**src/rtl/video_timing_pkg.sv**
```systemverilog
// Shared video timing constants (1080p defaults) and the line/frame total derivation.
// Downstream pixel stages import this to stay consistent with the generator.
package video_timing_pkg;

  localparam int CNT_W  = 12;
  localparam int FCNT_W = 16;
  localparam int CNT_MAX = (1 << CNT_W) - 1;

  localparam int DEF_WIDTH       = 1920;
  localparam int DEF_HEIGHT      = 1080;
  localparam int DEF_H_SYNC_TIME = 44;
  localparam int DEF_V_SYNC_TIME = 5;
  localparam int DEF_H_F_PORCH   = 88;
  localparam int DEF_V_F_PORCH   = 4;
  localparam int DEF_H_B_PORCH   = 148;
  localparam int DEF_V_B_PORCH   = 36;
  localparam int DEF_H_LR_BORDER = 0;
  localparam int DEF_V_LR_BORDER = 0;
  localparam int DEF_SYNC_POL    = 1;
  localparam int DEF_SYNC_DELAY  = 1;

  // Sync, back porch, border, active, border, front porch.
  function automatic int line_total(input int sync_w, input int b_porch, input int border,
                                    input int active, input int f_porch);
    return sync_w + b_porch + 2 * border + active + f_porch;
  endfunction

  localparam int DEF_H_TOTAL = line_total(DEF_H_SYNC_TIME, DEF_H_B_PORCH, DEF_H_LR_BORDER,
                                          DEF_WIDTH, DEF_H_F_PORCH);
  localparam int DEF_V_TOTAL = line_total(DEF_V_SYNC_TIME, DEF_V_B_PORCH, DEF_V_LR_BORDER,
                                          DEF_HEIGHT, DEF_V_F_PORCH);

endpackage

```
**src/rtl/sync_delay_line.sv**
```systemverilog
// Enable-gated shift register of STAGES x DATA_W bits; STAGES=0 is a wire.
// Reset flushes every stage to zero (deasserted).
module sync_delay_line #(
  parameter int DATA_W = 1,
  parameter int STAGES = 1
) (
  input  logic              clk,
  input  logic              rst,
  input  logic              en,
  input  logic [DATA_W-1:0] din,
  output logic [DATA_W-1:0] dout
);

  if (STAGES == 0) begin : g_pass
    assign dout = din;
  end else begin : g_sr
    logic [DATA_W-1:0] sr_p1 [STAGES];

    always_ff @(posedge clk) begin
      if (rst) begin
        for (int i = 0; i < STAGES; i++) sr_p1[i] <= '0;
      end else if (en) begin
        sr_p1[0] <= din;
        for (int i = 1; i < STAGES; i++) sr_p1[i] <= sr_p1[i-1];
      end
    end

    assign dout = sr_p1[STAGES-1];
  end

endmodule

```
**src/rtl/video_timing_gen.sv**
```systemverilog
// Raster timing generator: x/y counters, active-video window, sync pulses,
// line/frame start pulses and a wrapping frame counter.
module video_timing_gen
  import video_timing_pkg::*;
#(
  parameter int WIDTH       = DEF_WIDTH,
  parameter int HEIGHT      = DEF_HEIGHT,
  parameter int H_SYNC_TIME = DEF_H_SYNC_TIME,
  parameter int V_SYNC_TIME = DEF_V_SYNC_TIME,
  parameter int H_F_PORCH   = DEF_H_F_PORCH,
  parameter int V_F_PORCH   = DEF_V_F_PORCH,
  parameter int H_B_PORCH   = DEF_H_B_PORCH,
  parameter int V_B_PORCH   = DEF_V_B_PORCH,
  parameter int H_LR_BORDER = DEF_H_LR_BORDER,
  parameter int V_LR_BORDER = DEF_V_LR_BORDER,
  parameter int SYNC_POL    = DEF_SYNC_POL,
  parameter int SYNC_DELAY  = DEF_SYNC_DELAY
) (
  input  logic              clk,
  input  logic              rst,
  input  logic              pix_en,
  output logic [CNT_W-1:0]  x,
  output logic [CNT_W-1:0]  y,
  output logic              vde,
  output logic              vde_d,
  output logic              hsync,
  output logic              vsync,
  output logic              frame_start,
  output logic              line_start,
  output logic [FCNT_W-1:0] frame_cnt
);

  localparam int H_TOTAL = line_total(H_SYNC_TIME, H_B_PORCH, H_LR_BORDER, WIDTH, H_F_PORCH);
  localparam int V_TOTAL = line_total(V_SYNC_TIME, V_B_PORCH, V_LR_BORDER, HEIGHT, V_F_PORCH);

  if (H_TOTAL > CNT_MAX || V_TOTAL > CNT_MAX) begin : g_bad_total
    $error("video_timing_gen: H_TOTAL/V_TOTAL exceed 12-bit counter range");
  end

  localparam logic [CNT_W-1:0] H_LAST      = CNT_W'(H_TOTAL - 1);
  localparam logic [CNT_W-1:0] V_LAST      = CNT_W'(V_TOTAL - 1);
  localparam logic [CNT_W-1:0] H_SYNC_END  = CNT_W'(H_SYNC_TIME);
  localparam logic [CNT_W-1:0] V_SYNC_END  = CNT_W'(V_SYNC_TIME);
  localparam logic [CNT_W-1:0] H_ACT_START = CNT_W'(H_SYNC_TIME + H_B_PORCH + H_LR_BORDER);
  localparam logic [CNT_W-1:0] V_ACT_START = CNT_W'(V_SYNC_TIME + V_B_PORCH + V_LR_BORDER);
  localparam logic [CNT_W-1:0] H_ACT_END   = CNT_W'(H_SYNC_TIME + H_B_PORCH + H_LR_BORDER + WIDTH);
  localparam logic [CNT_W-1:0] V_ACT_END   = CNT_W'(V_SYNC_TIME + V_B_PORCH + V_LR_BORDER + HEIGHT);
  localparam logic             ACT_LVL     = (SYNC_POL != 0);

  // primed is clear after reset: the first enabled cycle lands on (0,0)
  // instead of advancing, so every frame begins with a frame_start pulse.
  logic             primed;
  logic [CNT_W-1:0] x_nxt, y_nxt;
  logic             frame_wrap;
  logic             hs_raw, vs_raw;

  always_comb begin
    x_nxt      = x;
    y_nxt      = y;
    frame_wrap = 1'b0;
    if (!primed) begin
      x_nxt = '0;
      y_nxt = '0;
    end else if (x == H_LAST) begin
      x_nxt = '0;
      if (y == V_LAST) begin
        y_nxt      = '0;
        frame_wrap = 1'b1;
      end else begin
        y_nxt = y + 12'd1;
      end
    end else begin
      x_nxt = x + 12'd1;
    end
  end

  // Stage p0: counters and everything decoded from them share one register.
  always_ff @(posedge clk) begin
    if (rst) begin
      primed      <= 1'b0;
      x           <= '0;
      y           <= '0;
      vde         <= 1'b0;
      hs_raw      <= 1'b0;
      vs_raw      <= 1'b0;
      frame_start <= 1'b0;
      line_start  <= 1'b0;
      frame_cnt   <= '0;
    end else if (pix_en) begin
      primed      <= 1'b1;
      x           <= x_nxt;
      y           <= y_nxt;
      vde         <= (x_nxt >= H_ACT_START) && (x_nxt < H_ACT_END) &&
                     (y_nxt >= V_ACT_START) && (y_nxt < V_ACT_END);
      hs_raw      <= (x_nxt < H_SYNC_END);
      vs_raw      <= (y_nxt < V_SYNC_END);
      frame_start <= (x_nxt == '0) && (y_nxt == '0);
      line_start  <= (x_nxt == '0);
      if (frame_wrap) frame_cnt <= frame_cnt + 16'd1;
    end else begin
      frame_start <= 1'b0;
      line_start  <= 1'b0;
    end
  end

  // Stage p1: SYNC_DELAY-deep delay of the active-high raw flags.
  logic [2:0] raw_p0;
  logic [2:0] dly_p1;

  assign raw_p0 = {vde, hs_raw, vs_raw};

  sync_delay_line #(
    .DATA_W (3),
    .STAGES (SYNC_DELAY)
  ) u_sync_delay (
    .clk  (clk),
    .rst  (rst),
    .en   (pix_en),
    .din  (raw_p0),
    .dout (dly_p1)
  );

  assign vde_d = dly_p1[2];
  assign hsync = ACT_LVL ? dly_p1[1] : ~dly_p1[1];
  assign vsync = ACT_LVL ? dly_p1[0] : ~dly_p1[0];

endmodule

```
**config.mk**
```make
export PLATFORM = sky130hd
export DESIGN_NAME = video_timing_gen
export DESIGN_NICKNAME = d
export VERILOG_FILES = /design/src/rtl/video_timing_pkg.sv /design/src/rtl/sync_delay_line.sv /design/src/rtl/video_timing_gen.sv
export SDC_FILE = /design/constraint.sdc
export NUM_CORES = 1
export LEC_CHECK = 0
export CAP_MARGIN = 10
export CORE_MARGIN = 2
export CORE_UTILIZATION = 48
export DETAILED_ROUTE_END_ITERATION = 16
export GPL_ROUTABILITY_DRIVEN = 0
export GPL_TIMING_DRIVEN = 1
export PLACE_DENSITY = 0.76
export RECOVER_POWER = 25
export SYNTH_ARGS = -nofsm -noshare
export SYNTH_HDL_FRONTEND = slang
export SYNTH_SLANG_ARGS = --single-unit
```
**constraint.sdc**
```tcl
create_clock -name clk -period 2.59 [get_ports clk]
set_clock_uncertainty 0.15 [all_clocks]
set_input_delay 0.3885 -clock clk [delete_from_list [all_inputs] [get_ports clk]]
set_output_delay 0.3885 -clock clk [all_outputs]
set_load 0.01 [all_outputs]
```
==> flow_metrics.py, run 1 <==
metrics = {
    "logic_synthesis": {
        "ys_top_cells_by_count": "nor2_1 (49), dfxtp_1 (46), nand2_1 (26)",
        "synth-seq-area-share_pct": 34.40,
        "yosysWarnings": 0,
        "synth_cell_types": 54,
        "synth-seq-cells": 49,
        "synth.area.top_cells": "dfxtp_1 (31%), nor2_1 (6.3%), xnor2_1 (4.8%)",
        "synth_most_common_cell": "nor2_1",
        "synth_edf_count": 3,
        "syn_area_um2": 2939,
        "yosys.area.top_type_share_pct": 31.33,
        "syn_nets": 376,
        "yosysTopAreaCell": "dfxtp_1",
        "postSynthCellCount": 369,
        "synth-main-ff-cell": "dfxtp_1",
        "async_flop_share_pct": 0,
        "syn_avg_cell_area_um2": 7.965,
    },
    "job": {
        "max_cap_violations": 0,
    },
    "timing": {
        "slew_viol_final": 0,
        "fin_crit_ns": 2.588,
        "setup_viol": 0,
        "finalCritPeriodShare_pct": 99.91,
        "slew_headroom_pct": 69.62,
        "worst_pin_slew_ns": 0.4552,
        "fin_setup_tns_ns": 0,
        "fmaxAchievable_mhz": 386.4,
        "hold_viol": 0,
        "fin_ws_ns": 0.002276,
    },
    "detailed_routing": {
        "drtAntennaViolNets": 0,
        "route.detailed.drc": 0,
        "drt-total-wl_um": 8417,
        "drtIter0Drc": 418,
        "wl_per_cell_um": 16.41,
        "drt_pass1_iterations": 9,
        "viasPerCell": 6.027,
        "vias": 3092,
    },
    "clock_tree": {
        "h-tree-depth": 2,
        "clockBufferDepth": 2,
        "insertion_delay_ns": 0.31,
        "numCtsBuffers": 5,
        "cts-root-buf": "clkbuf_8",
        "clkTransAtPathRegs_ns": 0.09,
        "cts.sink_count": 49,
        "cts_tree": "built",
    },
    "grt": {
        "antenna_found_initial": 0,
        "grt_pass1_vias": 2794,
        "grt_remaining_overflow": 0,
        "grt_pass1_wl_um": 13060,
        "track_usage_pct": 24.95,
        "grt_max_degree": 42,
    },
    "floorplanning": {
        "fp.dieW_um": 82.25,
        "rows": 28,
        "ios": 49,
        "die_y_um": 82.25,
        "core-area_um2": 5921,
        "initial_core_util_pct": 49.64,
        "dieArea_um2": 6765,
    },
    "critical_path": {
        "reg2reg_from": "x[8]",
        "critPathCaptureType": "flop",
        "critPathLaunch": "x[8]",
        "cp-start-kind": "flop",
        "worst-path-max-fanout": 6,
        "crit_arrival_ns": 2.67,
        "path_class": "flop to flop",
        "required_ns": 2.67,
    },
    "place": {
        "post-place-ws_ns": 0.03273,
        "io_buffers": 48,
        "placed_cells": 501,
        "dp_hpwl_um": 5682,
    },
    "layout": {
        "n_antenna_cell": 0,
        "syn_to_final_growth_pct": 32.35,
        "fin_nets": 444,
        "n_fill_cell": 508,
        "final_cells": 513,
        "regArea_um2": 1018,
        "drive_gt1_share_pct": 17.35,
        "multi_input_area_um2": 1861,
    },
    "power": {
        "p_leak_uw": 0.001518,
        "power_per_cell_area_nw_per_um2": 355.3,
        "vdd_ir_drop_max_mv": 0.2480,
    },
    "status": {
        "status": "finished clean",
    },
    "worst_hold_path": {
        "min_from": "hs_raw",
        "min_path_type": "flop to flop",
    },
}
==> per-stage QoR <==
step                area (um^2)  hold WS (ns)  total power [uW]  util, %
detailed placement         3666        0.3120             887.6    61.92
global route               3890        0.3740              1431    65.70
CTS                        3769        0.3348              1388    63.65
global placement           3666        0.3066             885.7    61.92
finish                     3890        0.3330              1382    65.70
floorplan                  2949        0.2911             849.3        -
==> cell families (layout without fill, tap and decap cells) <==
family	Yosys count	after routing	synth area share, %
xor+xnor	29	29	8.642
flops	49	49	34.40
simple gates	178	178	32.74
buf+inv	37	106	5.321
mux	10	10	3.406
compound gates	62	62	13.79
fa+ha+maj	4	4	1.703
==> state kept, by name, summed over array words and instances, names as in the netlist <==
name	cells
frame_cnt	16
frame_start	1
hs_raw	1
line_start	1
primed	1
u_sync_delay.g_sr.sr_p1	3
vde	1
vs_raw	1
x	12
y	12
==> area by class of cell <==
type                            instances  area share (%)
Inverter                               12           1.158
Multi-Input combinational cell        283           47.83
Sequential cell                        49           26.18
Tap cell                               75           2.412
Clock inverter                          1          0.1287
Timing Repair Buffer                   86           19.78
Clock buffer                            7           2.509
==> placed cells by master (no fill, tap or decap), types with 4 or more instances in the layout <==
cell | netlist | layout
nor2_1 | 49 | 48
mux2i_1 | 10 | 9
buf_4 | 0 | 37
dfxtp_1 | 46 | 42
dlygate4sd3_1 | 0 | 18
o21ai_0 | 16 | 16
or3_4 | 3 | 4
a21oi_1 | 21 | 21
and2_1 | 5 | 6
o21a_1 | 5 | 5
clkbuf_8 | 0 | 5
nor3_1 | 18 | 16
xnor2_1 | 16 | 15
nand3_1 | 25 | 25
xor2_1 | 13 | 12
inv_1 | 12 | 10
clkdlybuf4s50_1 | 0 | 30
nand2_1 | 26 | 24
nand4_1 | 10 | 10
and3_1 | 11 | 10
a22oi_1 | 4 | 4
==> metal layers <==
metal / share of wire [%] / GRT usage (%) / up-vias
li1: - / - / 1438
met1: 40 / 31.25 / 1424
met2: 48 / 40.48 / 179
met3: 7.8 / 5.652 / 51
met4: 4.4 / 11.83 / 0
met5: 0 / 0 / -
==> power breakdown <==
| part | internal, uW | leakage, uW | total [uW] | switching (uW) |
|---|---|---|---|---|
| clock network | 248 | 0.0000534 | 512 | 263 |
| registers | 768 | 0.000407 | 773 | 4.88 |
| logic | 34.7 | 0.00106 | 97.4 | 62.7 |
==> worst paths after layout <==
| path | to | slack [ns] | cells after the start |
|---|---|---|---|
| hold reg to reg | hs_raw | 0.33 | 1 |
| setup reg to reg | vs_raw | 0.002 | 8 |
| setup / recovery | vs_raw | 0.002 | 8 |
| hold / removal | hs_raw | 0.33 | 1 |
==> worst max-delay path: stages, from the launching register on <==
cell and delay, ns:
dfxtp_1 0.32, or3_4 0.41, nor3_1 0.19, buf_4 0.18
nand2_2 0.08, mux2i_2 0.31, a41oi_2 0.22, or3_4 0.42
o32ai_2 0.24
==> timing repair <==
action                                  CTS  global route
setup buffers                             0             4
endpoints found under the setup margin    0            12
hold buffers                              0             0
gates resized for setup                   0            23
Note: power is estimated with default switching activity, not from simulation.
==> inputs of run 2 (changes only) <==
--- a/config.mk
+++ b/config.mk
@@ -13,6 +13,7 @@
 export GPL_TIMING_DRIVEN = 1
 export PLACE_DENSITY = 0.76
 export RECOVER_POWER = 25
+export SLEW_MARGIN = 20
 export SYNTH_ARGS = -nofsm -noshare
 export SYNTH_HDL_FRONTEND = slang
 export SYNTH_SLANG_ARGS = --single-unit
==> constraint.sdc (replaced) <==
create_clock -name clk -period 2.59 [get_ports clk]
set_clock_uncertainty 0.15 [all_clocks]
set_input_delay 0.777 -clock clk [delete_from_list [all_inputs] [get_ports clk]]
set_output_delay 0.777 -clock clk [all_outputs]
set_load 0.01 [all_outputs]
==> run 2 against run 1 <==
Effect of this change: critical path depth unchanged; global-route usage decreased by 0.72 points; worst hold slack improved by 0.0025 ns; register-to-register slack improved by 0.05 ns; count of clock-buffer cells in the layout decreased by 2; cell area increased by 2.8%; combinational power increased by 7%; wire length decreased by 2.9%; via count unchanged; clock power decreased by 9.6%; non-clock buffer count increased by 12.
==> flow_metrics.py, run 2 (synthesis results as in run 1) <==
metrics = {
    "timing": {
        "finalCritPeriodShare_pct": 98.04,
        "rsz0062_at_grt": "yes",
        "fmaxAchievable_mhz": 393.8,
        "setup_viol": 0,
        "slew_headroom_pct": 64.06,
        "fin_crit_ns": 2.539,
        "worst_pin_slew_ns": 0.5383,
        "hold_viol": 0,
        "slew_viol_final": 0,
    },
    "layout": {
        "final_cells": 525,
        "layout_commonest_cell": "buf_4",
        "final_cell_mix": "buf_4 (49), nor2_1 (48), clkdlybuf4s50_1 (48), dfxtp_1 (41), nand3_1 (25)",
        "largest_reg_flops": 16,
        "regMostFlops": "frame_cnt",
        "n_antenna_cell": 0,
        "fin_nets": 456,
        "finalInstanceArea_um2": 4000,
        "syn_to_final_growth_pct": 36.10,
        "reg.largest.list": "frame_cnt: 16 flops, x: 12 flops, y: 12 flops",
        "n_fill_cell": 486,
        "post-route-util_pct": 67.56,
        "drive_gt1_share_pct": 20.44,
    },
    "critical_path": {
        "crit_arrival_ns": 2.61,
        "path_class": "flop to flop",
        "critPathCaptureType": "flop",
        "cp-start-kind": "flop",
        "required_ns": 2.66,
        "worst-path-max-fanout": 3,
    },
    "grt": {
        "grt_pass1_wl_um": 12760,
        "grt_remaining_overflow": 0,
        "antenna_found_initial": 0,
        "grt_max_degree": 33,
        "grt_pass1_vias": 2722,
        "track_usage_pct": 24.23,
    },
    "clock_tree": {
        "cts_tree": "built",
        "clockBufferDepth": 2,
        "numCtsBuffers": 5,
        "h-tree-depth": 2,
        "insertion_delay_ns": 0.31,
        "clkTransAtPathRegs_ns": 0.10,
        "cts-root-buf": "clkbuf_8",
        "cts.sink_count": 49,
    },
    "floorplanning": {
        "dieArea_um2": 6765,
        "initial_core_util_pct": 49.64,
        "fp.dieW_um": 82.25,
        "rows": 28,
        "die_y_um": 82.25,
        "ios": 49,
        "core-area_um2": 5921,
    },
    "power": {
        "vdd_ir_drop_max_mv": 0.1969,
        "p_leak_uw": 0.001527,
        "power_per_cell_area_nw_per_um2": 335.7,
    },
    "detailed_routing": {
        "drt_pass1_iterations": 5,
        "vias": 3092,
        "wl_per_cell_um": 15.56,
        "route.detailed.drc": 0,
        "drtAntennaViolNets": 0,
        "viasPerCell": 5.890,
        "drtIter0Drc": 331,
        "drt-total-wl_um": 8171,
    },
    "status": {
        "status": "finished clean",
    },
    "place": {
        "placed_area_um2": 3756,
        "io_buffers": 48,
        "placed_cells": 513,
        "dp_hpwl_um": 5757,
    },
    "job": {
        "max_cap_violations": 0,
    },
    "worst_hold_path": {
        "min_path_type": "flop to flop",
    },
}
[run 2: final cells by class]
class / count / area, um^2 / share of cell area, %
inverters: 12 / 45.04 / 1.126
clock buffers: 5 / 68.82 / 1.720
well taps: 75 / 93.84 / 2.346
clock inverters: 3 / 22.52 / 0.5630
repair buffers: 98 / 859.6 / 21.49
flip-flops and latches: 49 / 1020 / 25.49
multi-input cells: 283 / 1891 / 47.26
[run 2: repair_timing]
item / in CTS / in global routing
pin swaps: 0 / 7
setup endpoints to repair: 2 / 11
hold buffers: 0 / 0
gates resized for setup: 2 / 26
endpoints found under the hold margin: 0 / 0
setup buffers: 0 / 4
[run 2: stage by stage]
step | hold WS (ns) | TNS, ns | power (uW) | setup slack, ns
5_1_grt | 0.3496 | -0.1268 | 1397 | -0.05328
3_3_place_gp | 0.3057 | 0 | 892.6 | 0.03567
2_1_floorplan | 0.2911 | 0 | 849.3 | 0.03197
4_1_cts | 0.3356 | 0 | 1346 | 0.001924
6_report | 0.3356 | 0 | 1343 | 0.05081
3_5_place_dp | 0.3122 | -0.09863 | 893.2 | -0.04081
[run 2: routing by layer]
metal  up-vias  part of all wire (%)  track usage (%)
met5         -                     0                0
met2       156                    48            38.79
met4         0                   1.9            7.667
li1       1467                     -                -
met3        20                   7.5            4.565
met1      1449                    42            32.89
[run 2: power by group]
part           internal (uW)  switching, uW  leakage [uW]
sequential               768           7.90      0.000408
clock                    192            271     0.0000481
combinational           42.7           61.0       0.00107
[run 2: final timing paths]
| kind | start | to | slack [ns] | cells after the start |
|---|---|---|---|---|
| max | x[0] | vs_raw | 0.05 | 8 |
| min | hs_raw | hs_raw | 0.34 | 1 |
| max reg2reg | x[0] | vs_raw | 0.05 | 8 |
| min reg2reg | hs_raw | hs_raw | 0.34 | 1 |
[run 2: worst max-delay path, stage by stage, from the launching register on]
cell	delay, ns
dfxtp_2	0.36
ha_4	0.15
nand4b_1	0.22
nor4_4	0.38
and3_4	0.26
xnor2_2	0.12
a41oi_2	0.15
or3_4	0.40
o32ai_2	0.24
==> inputs of run 3 (changes only) <==
--- a/config.mk
+++ b/config.mk
@@ -6,8 +6,9 @@
 export NUM_CORES = 1
 export LEC_CHECK = 0
 export CAP_MARGIN = 10
+export CORE_ASPECT_RATIO = 2
 export CORE_MARGIN = 2
-export CORE_UTILIZATION = 48
+export CORE_UTILIZATION = 50
 export DETAILED_ROUTE_END_ITERATION = 16
 export GPL_ROUTABILITY_DRIVEN = 0
 export GPL_TIMING_DRIVEN = 1
==> constraint.sdc (replaced) <==
create_clock -name clk -period 2.9 [get_ports clk]
set_clock_uncertainty 0.15 [all_clocks]
set_input_delay 0.87 -clock clk [delete_from_list [all_inputs] [get_ports clk]]
set_output_delay 0.87 -clock clk [all_outputs]
set_load 0.01 [all_outputs]
==> run 3 against run 2 <==
Effect of this change: count of clock-buffer cells in the layout up 1; first-iteration DRC count is 67% lower; non-clock buffer count fell by 30; sequential power is 10% lower; combinational power is 23% lower; worst setup slack gained 0.18 ns; clock power rose by 49%; critical path depth shrank 1; final cell count down 8.4%; sequential share of layout area up 1.7 points; maximum frequency fell by 5.0%; largest power group unchanged.
==> flow_metrics.py, run 3 (synthesis results as in run 1) <==
metrics = {
    "detailed_routing": {
        "drtIter0Drc": 108,
        "vias": 2903,
        "drtAntennaViolNets": 0,
        "viasPerCell": 6.035,
        "drt-total-wl_um": 7883,
        "route.detailed.drc": 0,
        "drt_pass1_iterations": 5,
        "wl_per_cell_um": 16.39,
    },
    "timing": {
        "fmaxAchievable_mhz": 374.0,
        "rsz0062_at_grt": "no",
        "worst_pin_slew_ns": 0.7247,
        "setup_viol": 0,
        "fin_crit_ns": 2.674,
        "slew_headroom_pct": 51.62,
        "slew_viol_final": 0,
        "holdWs_ns": 0.3392,
        "finalCritPeriodShare_pct": 92.20,
        "fin_setup_tns_ns": 0,
        "hold_viol": 0,
    },
    "layout": {
        "reg.largest.list": "frame_cnt: 16 flops, x: 12 flops, y: 12 flops",
        "drive_gt1_share_pct": 9.286,
        "final_cells": 481,
        "largest_reg_flops": 16,
        "n_antenna_cell": 0,
        "post-route-util_pct": 65.22,
        "layout_commonest_cell": "nor2_1",
        "fin_nets": 426,
        "final_cell_mix": "nor2_1 (49), dfxtp_1 (46), clkdlybuf4s50_1 (36), nand2_1 (26), nand3_1 (25)",
        "regMostFlops": "frame_cnt",
        "syn_to_final_growth_pct": 26.69,
    },
    "power": {
        "p_leak_uw": 0.001413,
        "power_per_cell_area_nw_per_um2": 393.5,
        "vdd_ir_drop_max_mv": 0.4407,
    },
    "clock_tree": {
        "numCtsBuffers": 5,
        "cts-root-buf": "clkbuf_16",
        "insertion_delay_ns": 0.30,
        "h-tree-depth": 2,
        "clockBufferDepth": 2,
        "cts.sink_count": 49,
        "clkTransAtPathRegs_ns": 0.07,
        "postCtsHoldBufs": 0,
        "cts_tree": "built",
    },
    "floorplanning": {
        "initial_core_util_pct": 51.48,
        "die_y_um": 112.4,
        "core-area_um2": 5709,
        "ios": 49,
        "fp.dieW_um": 58.22,
        "dieArea_um2": 6545,
        "rows": 39,
    },
    "critical_path": {
        "worst-path-max-fanout": 11,
        "max_stage_delay_ns": 0.60,
        "crit_top_cell": "and4_1",
        "path_class": "flop to flop",
        "crit_arrival_ns": 2.74,
        "crit_slowest_cell": "dfxtp_1",
        "cp_cell_sequence": "and4_1, and4_1, and3_1, xnor2_1, a41oi_2, or3_4, o32ai_2",
        "r2r_slack_ns": 0.23,
        "cp-start-kind": "flop",
        "required_ns": 2.96,
        "reg2reg_from": "y[3]",
        "critPathCaptureType": "flop",
        "critPathLaunch": "y[3]",
    },
    "place": {
        "placed_cells": 473,
        "io_buffers": 48,
        "dp_hpwl_um": 5766,
    },
    "grt": {
        "grt_pass1_wl_um": 13040,
        "grt_max_degree": 30,
        "grt_pass1_vias": 2899,
        "grt_remaining_overflow": 0,
        "track_usage_pct": 25.46,
        "antenna_found_initial": 0,
    },
    "worst_hold_path": {
        "min_from": "hs_raw",
        "min_path_type": "flop to flop",
    },
    "job": {
        "max_cap_violations": 0,
    },
    "status": {
        "status": "finished clean",
    },
}
## run 3: changes by cell type in the layout (fill, tap and decap cells not counted), moves of 4 or more
cell / previous run / this run
dlygate4sd3_1: 0 / 12
clkbuf_8: 5 / 1
dfxtp_1: 41 / 46
clkbuf_16: 0 / 5
clkdlybuf4s50_1: 48 / 36
buf_4: 49 / 19
dfxtp_2: 4 / 0
## run 3: where the power goes
group | total [uW] | internal, uW | leakage [uW] | switching [uW]
clock | 689 | 430 | 0.0000831 | 259
sequential | 696 | 687 | 0.000405 | 8.20
combinational | 80.3 | 29.5 | 0.000925 | 50.8
total | 1470 | 1150 | 0.00141 | 318
## run 3: metrics by stage
step | total power [uW] | instance area (um^2) | setup slack (ns)
finish | 1465 | 3724 | 0.2262
global route | 1517 | 3724 | 0.05231
CTS | 1479 | 3724 | 0.1890
detailed placement | 792.6 | 3547 | 0.09169
global placement | 792.6 | 3547 | 0.1182
floorplan | 758.4 | 2939 | 0.09853
## run 3: layout make-up
cell class	count	area [um^2]
sequential	49	1011
multi-input combinational	283	1772
tap	61	76.32
clock inverter	2	37.54
fill	472	1986
timing repair buffer	68	643.1
clock buffer	6	138.9
inverter	12	45.04
## run 3: worst paths after layout
kind,endpoint,cells past startpoint
setup / recovery,vs_raw,7
hold / removal,hs_raw,1
setup reg to reg,vs_raw,7
hold reg to reg,hs_raw,1
## run 3: repair_timing
action,CTS,global route
endpoints found under the setup margin,0,1
setup buffers,0,0
resized for setup,0,1
endpoints found under the hold margin,0,0
## run 3: worst max-delay path, delay by kind of cell (launching register included)
family / cells / cell delay [ns]
xor gates and xnor gates: 1 / 0.19
and+or+nand+nor: 4 / 1.25
AOI/OAI and AO/OA: 2 / 0.40
DFF: 1 / 0.60
## run 3: per-layer routing
layer  up-vias  track usage [%]  part of all wire (%)
li1       1402                -                     -
met1      1347            25.85                    36
met2       112            43.41                    52
met3        42            4.954                   5.7
met4         0            20.16                   6.3
met5         -                0                     0
